[config.mk]
export PLATFORM = sky130hd
export DESIGN_NAME = conv_pe_multifilter
export DESIGN_NICKNAME = d
export VERILOG_FILES = /design/src/rtl/conv_pe_pkg.sv /design/src/rtl/conv_pe_mac.sv /design/src/rtl/conv_pe_multifilter.sv
export SDC_FILE = /design/constraint.sdc
export NUM_CORES = 1
export LEC_CHECK = 0
export CORE_UTILIZATION = 45
export CTS_CLUSTER_SIZE = 16
export DETAILED_ROUTE_END_ITERATION = 7
export GPL_ROUTABILITY_DRIVEN = 0
export MAX_ROUTING_LAYER = met4
export PLACE_DENSITY = 0.68
export RECOVER_POWER = 25
export SYNTH_ARGS = -nofsm -noshare
export SYNTH_HDL_FRONTEND = slang
export SYNTH_SLANG_ARGS = --single-unit
[constraint.sdc]
create_clock -name clk -period 10.6 [get_ports clk]
set_input_delay 2.12 -clock clk [delete_from_list [all_inputs] [get_ports clk]]
set_output_delay 2.12 -clock clk [all_outputs]
set_load 0.1 [all_outputs]
[src/rtl/conv_pe_pkg.sv]
// Shared types and constants for the 1-D convolution processing element.
package conv_pe_pkg;

    localparam logic [1:0] TAG_START = 2'b10;
    localparam logic [1:0] TAG_MID   = 2'b00;
    localparam logic [1:0] TAG_END   = 2'b01;
    localparam logic [1:0] TAG_LAST  = 2'b11;

    typedef enum logic [2:0] {
        IDLE,
        LOAD,
        MAC,
        EMIT,
        DROP
    } state_t;

    // Psums produced per filter for one row.
    function automatic int num_outputs(input int row_len, input int filter_size, input int stride);
        if (stride <= 0 || filter_size <= 0 || row_len < filter_size) return 0;
        return (row_len - filter_size) / stride + 1;
    endfunction

endpackage

[src/rtl/conv_pe_mac.sv]
// Single multiply-accumulate lane; the first tap of a psum restarts the sum from zero.
module conv_pe_mac #(
    parameter int DATA_W = 16,
    parameter int PSUM_W = 16
) (
    input  logic              clk,
    input  logic              rst,
    input  logic              en,
    input  logic              first,
    input  logic [DATA_W-1:0] a,
    input  logic [DATA_W-1:0] b,
    output logic [PSUM_W-1:0] acc
);

    logic [PSUM_W-1:0] prod;
    logic [PSUM_W-1:0] base;

    // Only the low PSUM_W bits of the product matter under modulo arithmetic.
    assign prod = PSUM_W'(a) * PSUM_W'(b);
    assign base = first ? '0 : acc;

    always_ff @(posedge clk) begin
        if (rst) begin
            acc <= '0;
        end else if (en) begin
            acc <= base + prod;
        end
    end

endmodule

[src/rtl/conv_pe_multifilter.sv]
// 1-D convolution PE: buffers a tagged IFMap row, then emits one psum per window per active filter.
module conv_pe_multifilter
    import conv_pe_pkg::*;
#(
    parameter int DATA_W         = 16,
    parameter int PSUM_W         = 16,
    parameter int IFMAP_SPAD_ROW = 8,
    parameter int FILTER_MAX     = 4,
    parameter int NUM_FILTERS    = 2,
    parameter int STRIDE_W       = 3
) (
    input  logic                               clk,
    input  logic                               rst,
    input  logic                               start,
    input  logic [$clog2(FILTER_MAX+1)-1:0]    cfg_filter_size,
    input  logic [STRIDE_W-1:0]                cfg_stride,
    input  logic [$clog2(NUM_FILTERS+1)-1:0]   cfg_num_filters,
    input  logic                               filter_wen,
    input  logic [$clog2(NUM_FILTERS)-1:0]     filter_sel,
    input  logic [$clog2(FILTER_MAX)-1:0]      filter_addr,
    input  logic [DATA_W-1:0]                  filter_data,
    input  logic                               in_valid,
    output logic                               in_ready,
    input  logic [DATA_W+1:0]                  in_data,
    output logic                               out_valid,
    input  logic                               out_ready,
    output logic [PSUM_W-1:0]                  out_psum,
    output logic [$clog2(NUM_FILTERS)-1:0]     out_filter,
    output logic                               busy,
    output logic                               done,
    output logic                               cfg_err,
    output logic                               row_ovf
);

    localparam int FS_W   = $clog2(FILTER_MAX + 1);
    localparam int NF_W   = $clog2(NUM_FILTERS + 1);
    localparam int FSEL_W = $clog2(NUM_FILTERS);
    localparam int FA_W   = $clog2(FILTER_MAX);
    localparam int ADDR_W = $clog2(IFMAP_SPAD_ROW);
    localparam int LEN_W  = $clog2(IFMAP_SPAD_ROW + 1);
    localparam int CW     = 16;

    state_t              state;
    logic [FS_W-1:0]     fsize;
    logic [STRIDE_W-1:0] stride;
    logic [NF_W-1:0]     nf;
    logic [ADDR_W-1:0]   ptr;
    logic [LEN_W-1:0]    row_len;
    logic                frame_end;
    logic                drop;
    logic [ADDR_W-1:0]   w;
    logic [FSEL_W-1:0]   f;
    logic [FA_W-1:0]     k;

    logic [DATA_W-1:0] spad [IFMAP_SPAD_ROW];
    logic [DATA_W-1:0] filt [NUM_FILTERS][FILTER_MAX];

    logic [1:0]        tag;
    logic [DATA_W-1:0] val;
    logic [ADDR_W-1:0] load_ptr;
    logic [LEN_W-1:0]  load_len;
    logic              is_end;
    logic              ovf_hit;
    logic              cfg_ok;
    logic              last_tap;
    logic              more_filt;
    logic              next_fits;
    logic [ADDR_W-1:0] tap_idx;

    assign tag      = in_data[DATA_W +: 2];
    assign val      = in_data[DATA_W-1:0];
    // A row without a leading start tag still begins at position 0 because ptr is cleared on LOAD entry.
    assign load_ptr = (tag == TAG_START) ? '0 : ptr;
    assign load_len = LEN_W'(load_ptr) + LEN_W'(1);
    assign is_end   = (tag == TAG_END) || (tag == TAG_LAST);
    assign ovf_hit  = !is_end && (load_ptr == ADDR_W'(IFMAP_SPAD_ROW - 1));

    assign cfg_ok = (cfg_filter_size != '0)
                 && (CW'(cfg_filter_size) <= CW'(FILTER_MAX))
                 && (cfg_stride != '0)
                 && (cfg_num_filters != '0)
                 && (CW'(cfg_num_filters) <= CW'(NUM_FILTERS));

    assign last_tap  = (CW'(k) + CW'(1)) == CW'(fsize);
    assign more_filt = (CW'(f) + CW'(1)) < CW'(nf);
    assign next_fits = (CW'(w) + CW'(stride) + CW'(fsize)) <= CW'(row_len);
    assign tap_idx   = w + ADDR_W'(k);

    assign in_ready = (state == LOAD) || (state == DROP);
    assign busy     = (state != IDLE);

    always_ff @(posedge clk) begin
        if (state == IDLE && filter_wen) begin
            filt[filter_sel][filter_addr] <= filter_data;
        end
    end

    always_ff @(posedge clk) begin
        if (state == LOAD && in_valid) begin
            spad[load_ptr] <= val;
        end
    end

    conv_pe_mac #(
        .DATA_W (DATA_W),
        .PSUM_W (PSUM_W)
    ) u_mac (
        .clk   (clk),
        .rst   (rst),
        .en    (state == MAC),
        .first (k == '0),
        .a     (spad[tap_idx]),
        .b     (filt[f][k]),
        .acc   (out_psum)
    );

    always_ff @(posedge clk) begin
        if (rst) begin
            state      <= IDLE;
            fsize      <= '0;
            stride     <= '0;
            nf         <= '0;
            ptr        <= '0;
            row_len    <= '0;
            frame_end  <= 1'b0;
            drop       <= 1'b0;
            w          <= '0;
            f          <= '0;
            k          <= '0;
            out_valid  <= 1'b0;
            out_filter <= '0;
            done       <= 1'b0;
            cfg_err    <= 1'b0;
            row_ovf    <= 1'b0;
        end else begin
            done <= 1'b0;
            case (state)
                IDLE: begin
                    if (start) begin
                        if (!cfg_ok) begin
                            cfg_err <= 1'b1;
                        end else begin
                            cfg_err   <= 1'b0;
                            fsize     <= cfg_filter_size;
                            stride    <= cfg_stride;
                            nf        <= cfg_num_filters;
                            ptr       <= '0;
                            drop      <= 1'b0;
                            frame_end <= 1'b0;
                            state     <= LOAD;
                        end
                    end
                end
                LOAD: begin
                    if (in_valid) begin
                        ptr <= load_ptr + ADDR_W'(1);
                        if (is_end || ovf_hit) begin
                            row_len   <= load_len;
                            frame_end <= (tag == TAG_LAST);
                            drop      <= ovf_hit;
                            w         <= '0;
                            f         <= '0;
                            k         <= '0;
                            if (ovf_hit) row_ovf <= 1'b1;
                            // Row shorter than the filter: no windows, finish the row right here.
                            if (CW'(load_len) < CW'(fsize)) begin
                                ptr  <= '0;
                                drop <= 1'b0;
                                if (tag == TAG_LAST) begin
                                    state <= IDLE;
                                    done  <= 1'b1;
                                end else if (ovf_hit) begin
                                    state <= DROP;
                                end else begin
                                    state <= LOAD;
                                end
                            end else begin
                                state <= MAC;
                            end
                        end
                    end
                end
                MAC: begin
                    if (last_tap) begin
                        state      <= EMIT;
                        out_valid  <= 1'b1;
                        out_filter <= f;
                    end else begin
                        k <= k + FA_W'(1);
                    end
                end
                EMIT: begin
                    if (out_ready) begin
                        out_valid <= 1'b0;
                        k         <= '0;
                        if (more_filt) begin
                            f     <= f + FSEL_W'(1);
                            state <= MAC;
                        end else if (next_fits) begin
                            w     <= w + ADDR_W'(stride);
                            f     <= '0;
                            state <= MAC;
                        end else begin
                            ptr  <= '0;
                            drop <= 1'b0;
                            if (frame_end) begin
                                state <= IDLE;
                                done  <= 1'b1;
                            end else if (drop) begin
                                state <= DROP;
                            end else begin
                                state <= LOAD;
                            end
                        end
                    end
                end
                DROP: begin
                    if (in_valid && is_end) begin
                        ptr <= '0;
                        if (tag == TAG_LAST) begin
                            state <= IDLE;
                            done  <= 1'b1;
                        end else begin
                            state <= LOAD;
                        end
                    end
                end
                default: state <= IDLE;
            endcase
        end
    end

endmodule

Yosys cells after proc, flatten, opt, wreduce, memory -nomap -nowiden
Memory sizes are Yosys's and may differ from the RTL's. A register that Yosys moved wholly into a read port is not among the register bits. Index checks and enable logic that the tools add are counted.

Add/sub/neg operators: 11. Multiply operators: 1. Order comparisons: 8. Eq/ne operators: 21. Mux-type cells: 82. Bitwise logic cells: 2. Reductions and logical operators: 38.

Operator list (count): 3-bit two-way mux (29); 16-bit two-way mux (4); 64-bit two-way mux (1); 1-bit two-way mux (33); 16-bit binary-select mux with 2-bit select (1); 16-bit demux with 2-bit select (1); 2-bit inequality test, second input constant (9); 16-bit adder (1); 16-bit by 16-bit multiplier with 16-bit output (1); 8-bit AND reduction (2); 3-bit one-hot mux with 5 select lines (1); 5-bit AND reduction (3); 3-bit nonzero test (5); 3-bit one-hot mux with 4 select lines (1); 1-bit logical AND (9); 3-bit AND reduction (3); 2-bit two-way mux (4); 2-bit nonzero test (4); 7-bit AND reduction (1); 3-bit by 2-bit == test with 1-bit output, second input constant (2); 3-bit == test, second input constant (2); 3-bit greater-or-equal comparator, second input constant (2); 2-bit inverter with 3-bit output (2); 1-bit one-hot mux with 2 select lines (3); other kinds (33) (39).

Flip-flop bits (word level): 47. Memory bits (writable): 256. Input bits: 51. Output and inout bits: 23. Logic and storage cells: 182. Memories kept: 2.

Memory list: filt (words 2, width 64, rd ports 1, clocked after Yosys merged registers in 1, wr ports 1, RTL line conv_pe_multifilter.sv:56) `logic [DATA_W-1:0] filt [NUM_FILTERS][FILTER_MAX];`; spad (words 8, width 16, rd ports 1, clocked after Yosys merged registers in 0, wr ports 1, RTL line conv_pe_multifilter.sv:55) `logic [DATA_W-1:0] spad [IFMAP_SPAD_ROW];`.

Logic depth before layout (Yosys ltp)
Gate-level depths: netlist (run 1).

Depth after elaboration: 10. Depth in mapped cells: 30. Depth with buffers taken out: 27.

Modules after synthesis
From an unflattened synthesis (run 1), not the netlist that was laid out.

Cell total of the unflattened synthesis: 1276. Area total of the unflattened synthesis: 16977.5 um^2.

By module, submodules not included: conv_pe_multifilter (times used 1, cells an instance 695, area each 11982.7 um^2, sequential area each 8328.0 um^2); conv_pe_mac (times used 1, cells an instance 581, area each 4994.8 um^2, sequential area each 320.3 um^2).

Worst setup path after synthesis (run 1)
No wires, ideal clock.

Kind: reg-to-reg. Start: register k[1]. End: register u_mac.acc[15]. Setup time: 0.080 ns. Data arrival time: 6.962 ns. Required time: 10.520 ns. Path slack: 3.559 ns. Stages on the path, launching flop included: 26. Path buffers: 4. Period minus slack after synthesis: 7.041 ns. Cell sequence: dfxtp_1 -> inv_2 -> buf_1 -> fa_1 -> buf_4 -> buf_6 -> buf_4 -> mux4_2 -> mux2_2 -> and2_1 -> fa_1 -> inv_1 -> fa_1 -> fa_1 -> fa_1 -> inv_1 -> fa_1 -> inv_1 -> fa_1 -> inv_1 -> ha_1 -> and3_1 -> a211oi_1 -> nor3_1 -> xnor2_1 -> a211oi_2.

Word-level cells in the longest chain between the ends: 6. Elaborated cells on any way between the ends: 10. Classes of those cells: 2 x add/sub; 1 x mul; 4 x mux; 1 x bitwise; 1 x reduce/logical; 1 x memory.

RTL lines: start: declaration (RTL line conv_pe_multifilter.sv:53) `logic [FA_W-1:0] k;`; start signal: assignment (RTL line conv_pe_multifilter.sv:189) `k <= k + FA_W'(1);`; branches (longest 5 deep; another with memory read 8 x 16 bit); 16-bit adder (*) (RTL line conv_pe_mac.sv:26) `acc <= base + prod;`; end signal: assignment (RTL line conv_pe_mac.sv:26); end: declaration (RTL line conv_pe_mac.sv:12) `output logic [PSUM_W-1:0] acc`.

Mark *: on every way between the ends. The select of a mux whose other input is x is not followed. A chain may end at the register's enable or synchronous reset.

Worst setup path after layout (run 1)
Ends and elaborated chain as after synthesis.

==> results by group, run 1 <==
Timing
  • Worst slew pin tran: 1.27 ns
  • Final Slew Violations: 0
  • Fin. Hold Viols: 0
  • Clk_skew: 0.0193 ns
  • Fmax: 130 MHz
  • Final period util: 72.8%
  • Max transition margin: 12.6%
  • Setup tns final: 0 ns
  • Final hold slack: 0.457 ns
  • Unrepaired setup endpoints after global routing: false
  • Final setup fails: 0
  • Minimum clock period: 7.72 ns

Drt
  • Antenna Violating Nets Remaining: 0
  • DR WL/cell: 19.2 um
  • Routed via count: 9788
  • DR pass1 iterations: 5
  • Drt drc: 0
  • Post-Route WL: 35.4 mm
  • Detailed Route Iter0 Violations: 610
  • Vias per std cell: 5.32

GRT
  • Vias in the first global route: 10000
  • First-pass GRT wire length: 55.9 mm
  • Largest net degree at the start of global routing: 51
  • Gr usage total: 19.8%
  • Initial antenna violation count: 1
  • GRT overflow: 0

Clock tree
  • Setup bufs post-CTS: 0
  • Post-CTS Hold Buffers: 0
  • Clock Path Buffers: 3
  • Clock Latency Late Sink: 0.58 ns
  • TritonCTS buffer count: 31
  • Clock-pin slew on the worst setup and hold paths: 0.06 ns
  • CTS tree: yes
  • Clk root buf: clkbuf_16
  • # resized after CTS: 0
  • H-tree level count: 1
  • Sink Count: 304

Final layout
  • Area Overhead vs Synth: 13.7%
  • Fraction of layout cells with a size suffix above 1: 13.4%
  • Finished Cell Area: 19100 um^2
  • Nets: 1565
  • Inserted Diodes: 0

Worst hold path
  • Hold Crit Class: register to register

Placement
  • Area post-placement: 18100 um^2
  • IO buf count: 73
  • Dpl hpwl: 24.7 mm

Synth
  • Ys Warns: 0
  • Register bit count reported by yosys: 304
  • Avg Inst Size Synth: 13.3 um^2
  • Most common library cells after synthesis: 256 x edfxtp_1, 170 x inv_1, 139 x nand2_1, 100 x fa_1
  • Sequential area share after synthesis: 51.5%
  • Top cell type by total area after synthesis: edfxtp_1
  • Syn_nets: 1477
  • Synth unique cells: 60
  • Top cells by area, synth: edfxtp_1 46%, fa_1 12%, mux4_2 8.6%
  • Synth async-reset ratio: 0%
  • Yosys top cell area share: 45.8%
  • Syn Inst Count: 1259
  • Top_reg_cell synth: edfxtp_1
  • Post-synth EDFFs: 256
  • Cell area after synthesis: 16800 um^2
  • Most numerous cell in the Yosys netlist: edfxtp_1

Floorplan
  • Core area: 36700 um^2
  • Die footprint: 38100 um^2
  • Initial Utilization: 45.8%
  • # IOs: 74
  • Cell row count: 70
  • Die extent in x: 195 um
  • Die height: 195 um

Setup path
  • Top Family by Delay on Critical Path: adder cells
  • CP bufs+invs: 5
  • WP data required: 11.08 ns
  • CP endpoint kind: register
  • Largest stage delay, worst path: 1.28 ns
  • CP Cell Sequence: inv_2, fa_2, mux4_2, mux2i_1, nor2_1, fa_1, inv_1, fa_1, fa_1, fa_1, inv_1, fa_1, inv_1, fa_1, inv_1, ha_1, and3_1, a211oi_1, nor3_1, xnor2_1, a211oi_2
  • R2R setup slack: 2.88 ns
  • Worst path arrival time: 8.20 ns
  • Most used cell, CP: fa_1
  • Startpoint types: register
  • Max FO, Critical Path: 32
  • Max stage delay cell, worst path: fa_2
  • Critical path class: register to register

Run
  • MaxCap Viol Count: 0

Run status
  • Run status: finished, final reports clean
==> placed cells by master (no fill, tap or decap), drive strengths merged, types with 28 or more instances in the layout <==
cell type,count
clkdlybuf4s50,53
a21oi,51
inv,175
xnor2,37
nand2b,28
nand2,141
dfxtp,48
mux4,64
nor2,67
ha,67
fa,100
edfxtp,256
clkbuf,37
==> path summary, 6_finish.rpt <==
kind | start | depth (start not counted) | end
setup / recovery | k[1]$_SDFFE_PP0P_ | 21 | u_mac.acc[15]$_SDFFE_PP0P_
hold / removal | nf[1]$_SDFFE_PP0P_ | 2 | nf[1]$_SDFFE_PP0P_
setup reg to reg | k[1]$_SDFFE_PP0P_ | 21 | u_mac.acc[15]$_SDFFE_PP0P_
hold reg to reg | nf[1]$_SDFFE_PP0P_ | 2 | nf[1]$_SDFFE_PP0P_
==> metal layers <==
layer,wire [um],global-route usage (%)
met5,0,-
met4,823,5.25
met3,1880,2.45
met2,16800,31.5
met1,15900,26.9
==> tightest hold or removal path: stages, from the launching register on <==
cell and delay [ns]:
dfxtp_1 0.31, nand2_1 0.05, a21oi_1 0.05
==> registers in the layout (all words and copies together) (netlist names), 2 cells and up, named ones only <==
signal     cells
filt         128
spad         128
u_mac.acc     16
row_len        4
fsize          3
ptr            3
state          3
stride         3
w              3
k              2
nf             2
==> layout make-up <==
type,instances,area (um^2)
fill,3060,17600
sequential,304,8650
multi-input combinational,743,7310
timing repair buffer,95,891
clock buffer,37,798
inverter,172,646
tap,468,586
clock inverter,21,219
==> kinds of logic (layout without fill, tap and decap cells) <==
family | Yosys count | count (layout) | share of synthesized area (%)
simple gates | 330 | 330 | 9.14
buf+inv | 212 | 325 | 5.22
compound gates | 96 | 96 | 3.43
mux | 103 | 103 | 11.1
flops | 304 | 304 | 51.5
xor+xnor | 47 | 47 | 2.67
fa+ha+maj | 167 | 167 | 16.9
==> metrics by stage <==
step | cells | setup slack [ns] | utilization (%)
3_5_place_dp | 1782 | 2.84 | 49.3
6_report | 1840 | 2.88 | 52.1
5_1_grt | 1840 | 2.38 | 52.1
4_1_cts | 1840 | 2.80 | 52.1
2_1_floorplan | 1259 | 3.56 | -
3_3_place_gp | 1782 | 2.99 | 49.3
Power of run 1 is not shown: default switching activity piles up to over one toggle a cycle in this logic, so the estimate is an artifact.
==> run 2, diff against run 1 <==
--- a/config.mk
+++ b/config.mk
@@ -10,7 +10,7 @@
 export DETAILED_ROUTE_END_ITERATION = 7
 export GPL_ROUTABILITY_DRIVEN = 0
 export MAX_ROUTING_LAYER = met4
-export PLACE_DENSITY = 0.68
+export PLACE_DENSITY = 0.71
 export RECOVER_POWER = 25
 export SYNTH_ARGS = -nofsm -noshare
 export SYNTH_HDL_FRONTEND = slang
==> constraint.sdc (replaced) <==
create_clock -name clk -period 6.28 [get_ports clk]
set_input_delay 1.256 -clock clk [delete_from_list [all_inputs] [get_ports clk]]
set_output_delay 1.256 -clock clk [all_outputs]
set_load 0.1 [all_outputs]
==> results by group, run 2 (synthesis gave the netlist of run 1 again) <==
Drt
  • Drt drc: 0
  • Post-Route WL: 37.9 mm
  • DR WL/cell: 19.8 um
  • Vias per std cell: 5.39
  • Antenna Violating Nets Remaining: 0
  • Routed via count: 10300
  • DR pass1 iterations: 5
  • Detailed Route Iter0 Violations: 711

Timing
  • Final Slew Violations: 0
  • Final setup fails: 4
  • Worst slew pin tran: 1.01 ns
  • Clk_skew: 0.0353 ns
  • Final period util: 103%
  • PnR worst setup slack: -0.182 ns
  • Unrepaired setup endpoints after global routing: true
  • Fin. Hold Viols: 0
  • Minimum clock period: 6.46 ns
  • Max transition margin: 32.5%
  • Fmax: 155 MHz

Final layout
  • Finished Cell Area: 20200 um^2
  • Top flop regs: filt (128), spad (128), u_mac.acc (16)
  • Area Overhead vs Synth: 20.2%
  • Nets: 1639
  • Most frequent cells in the layout: 256 x edfxtp_1, 159 x inv_1, 136 x nand2_1, 92 x fa_1, 82 x buf_4
  • Commonest non-fill, non-tap cell in the layout: edfxtp_1
  • Fillers: 2936
  • Fraction of layout cells with a size suffix above 1: 21.6%

Setup path
  • Worst path arrival time: 6.80 ns
  • Max FO, Critical Path: 6
  • Critical path class: register to register
  • CP endpoint kind: register
  • R2R setup slack: -0.18 ns
  • Startpoint types: register
  • WP data required: 6.62 ns

Floorplan
  • Die height: 195 um
  • Core area: 36700 um^2
  • Die extent in x: 195 um
  • # IOs: 74
  • Die footprint: 38100 um^2
  • Cell row count: 70
  • Initial Utilization: 45.8%

Clock tree
  • H-tree level count: 2
  • Clock-pin slew on the worst setup and hold paths: 0.06 ns
  • TritonCTS buffer count: 34
  • Clock Path Buffers: 3
  • Clk root buf: clkbuf_16
  • Post-CTS Hold Buffers: 0
  • Clock Latency Late Sink: 0.53 ns
  • Sink Count: 304
  • CTS tree: yes

Placement
  • IO buf count: 73
  • Area post-placement: 18800 um^2
  • Pre-CTS setup slack: -0.340 ns
  • Dpl hpwl: 25.9 mm

Worst hold path
  • Hold Crit Class: register to register

GRT
  • Vias in the first global route: 10700
  • Initial antenna violation count: 0
  • Gr usage total: 21.0%
  • GRT overflow: 0
  • First-pass GRT wire length: 59.3 mm
  • Largest net degree at the start of global routing: 51

Run status
  • Run status: finished, violations left
  • Failing checks: setup timing

Run
  • MaxCap Viol Count: 0
[run 2: cell count changes in the layout (fill, tap and decap cells not counted), moves of 8 or more]
cell / previous run / this run
buf_4: 22 / 82
ha_1: 66 / 57
inv_1: 170 / 159
inv_2: 1 / 9
mux2_2: 19 / 11
mux2_4: 1 / 10
[run 2: final cells by class]
cell class / instances / area [um^2] / area share, %
Antenna cell: 1 / 2.50 / 0.0124
Clock buffer: 44 / 888 / 4.40
Multi-Input combinational cell: 743 / 7600 / 37.6
Tap cell: 468 / 586 / 2.90
Inverter: 172 / 658 / 3.26
Timing Repair Buffer: 166 / 1560 / 7.71
Clock inverter: 17 / 246 / 1.22
Sequential cell: 304 / 8660 / 42.9
[run 2: path summary, 6_finish.rpt]
kind	start	end	cells past startpoint
setup / recovery	w[0]$_SDFFE_PP0P_	u_mac.acc[15]$_SDFFE_PP0P_	25
hold / removal	nf[0]$_SDFFE_PP0P_	nf[0]$_SDFFE_PP0P_	2
setup reg to reg	w[0]$_SDFFE_PP0P_	u_mac.acc[15]$_SDFFE_PP0P_	25
hold reg to reg	nf[0]$_SDFFE_PP0P_	nf[0]$_SDFFE_PP0P_	2
[run 2: critical path, cell delays in order, from the launching register on]
cell and delay, ns:
dfxtp_2 0.35, ha_4 0.13, inv_2 0.03, fa_2 0.58
buf_12 0.14, buf_16 0.13, mux4_2 0.32, mux2_4 0.31
and2_1 0.18, fa_1 0.48, inv_1 0.05, fa_1 0.47
fa_1 0.49, inv_1 0.05, fa_1 0.47, inv_1 0.05
fa_1 0.46, fa_2 0.37, xnor2_2 0.15, xnor2_1 0.19
xnor2_1 0.16, xnor2_1 0.11, xnor2_1 0.23, xnor2_2 0.15
xnor2_1 0.15, a211oi_2 0.08
[run 2: metal layers]
metal | global-route usage (%) | share of wire, % | vias up
li1 | - | - | 4688
met1 | 27.5 | 43 | 5265
met2 | 33.9 | 49 | 291
met3 | 3.16 | 5.2 | 70
met4 | 6.77 | 2.5 | 0
met5 | - | 0 | -
[run 2: repair_timing]
item / in CTS / in global routing
buffers inserted: 1 / 3
resized for setup: 13 / 40
endpoints found under the setup margin: 7 / 8
pin swaps: 8 / 7
cloned: 1 / 1
[run 2: metrics by stage]
stage	util (%)	setup TNS [ns]	cells	hold WS (ns)
after global routing	55.0	-1.52	1914	0.485
final	55.0	-0.464	1915	0.455
after floorplan	-	-0.0577	1259	0.436
after detailed placement	51.2	-1.19	1847	0.451
after global placement	51.2	-0.521	1847	0.446
after CTS	54.5	-0.599	1910	0.459
Power of run 2 is left out for the same reason.
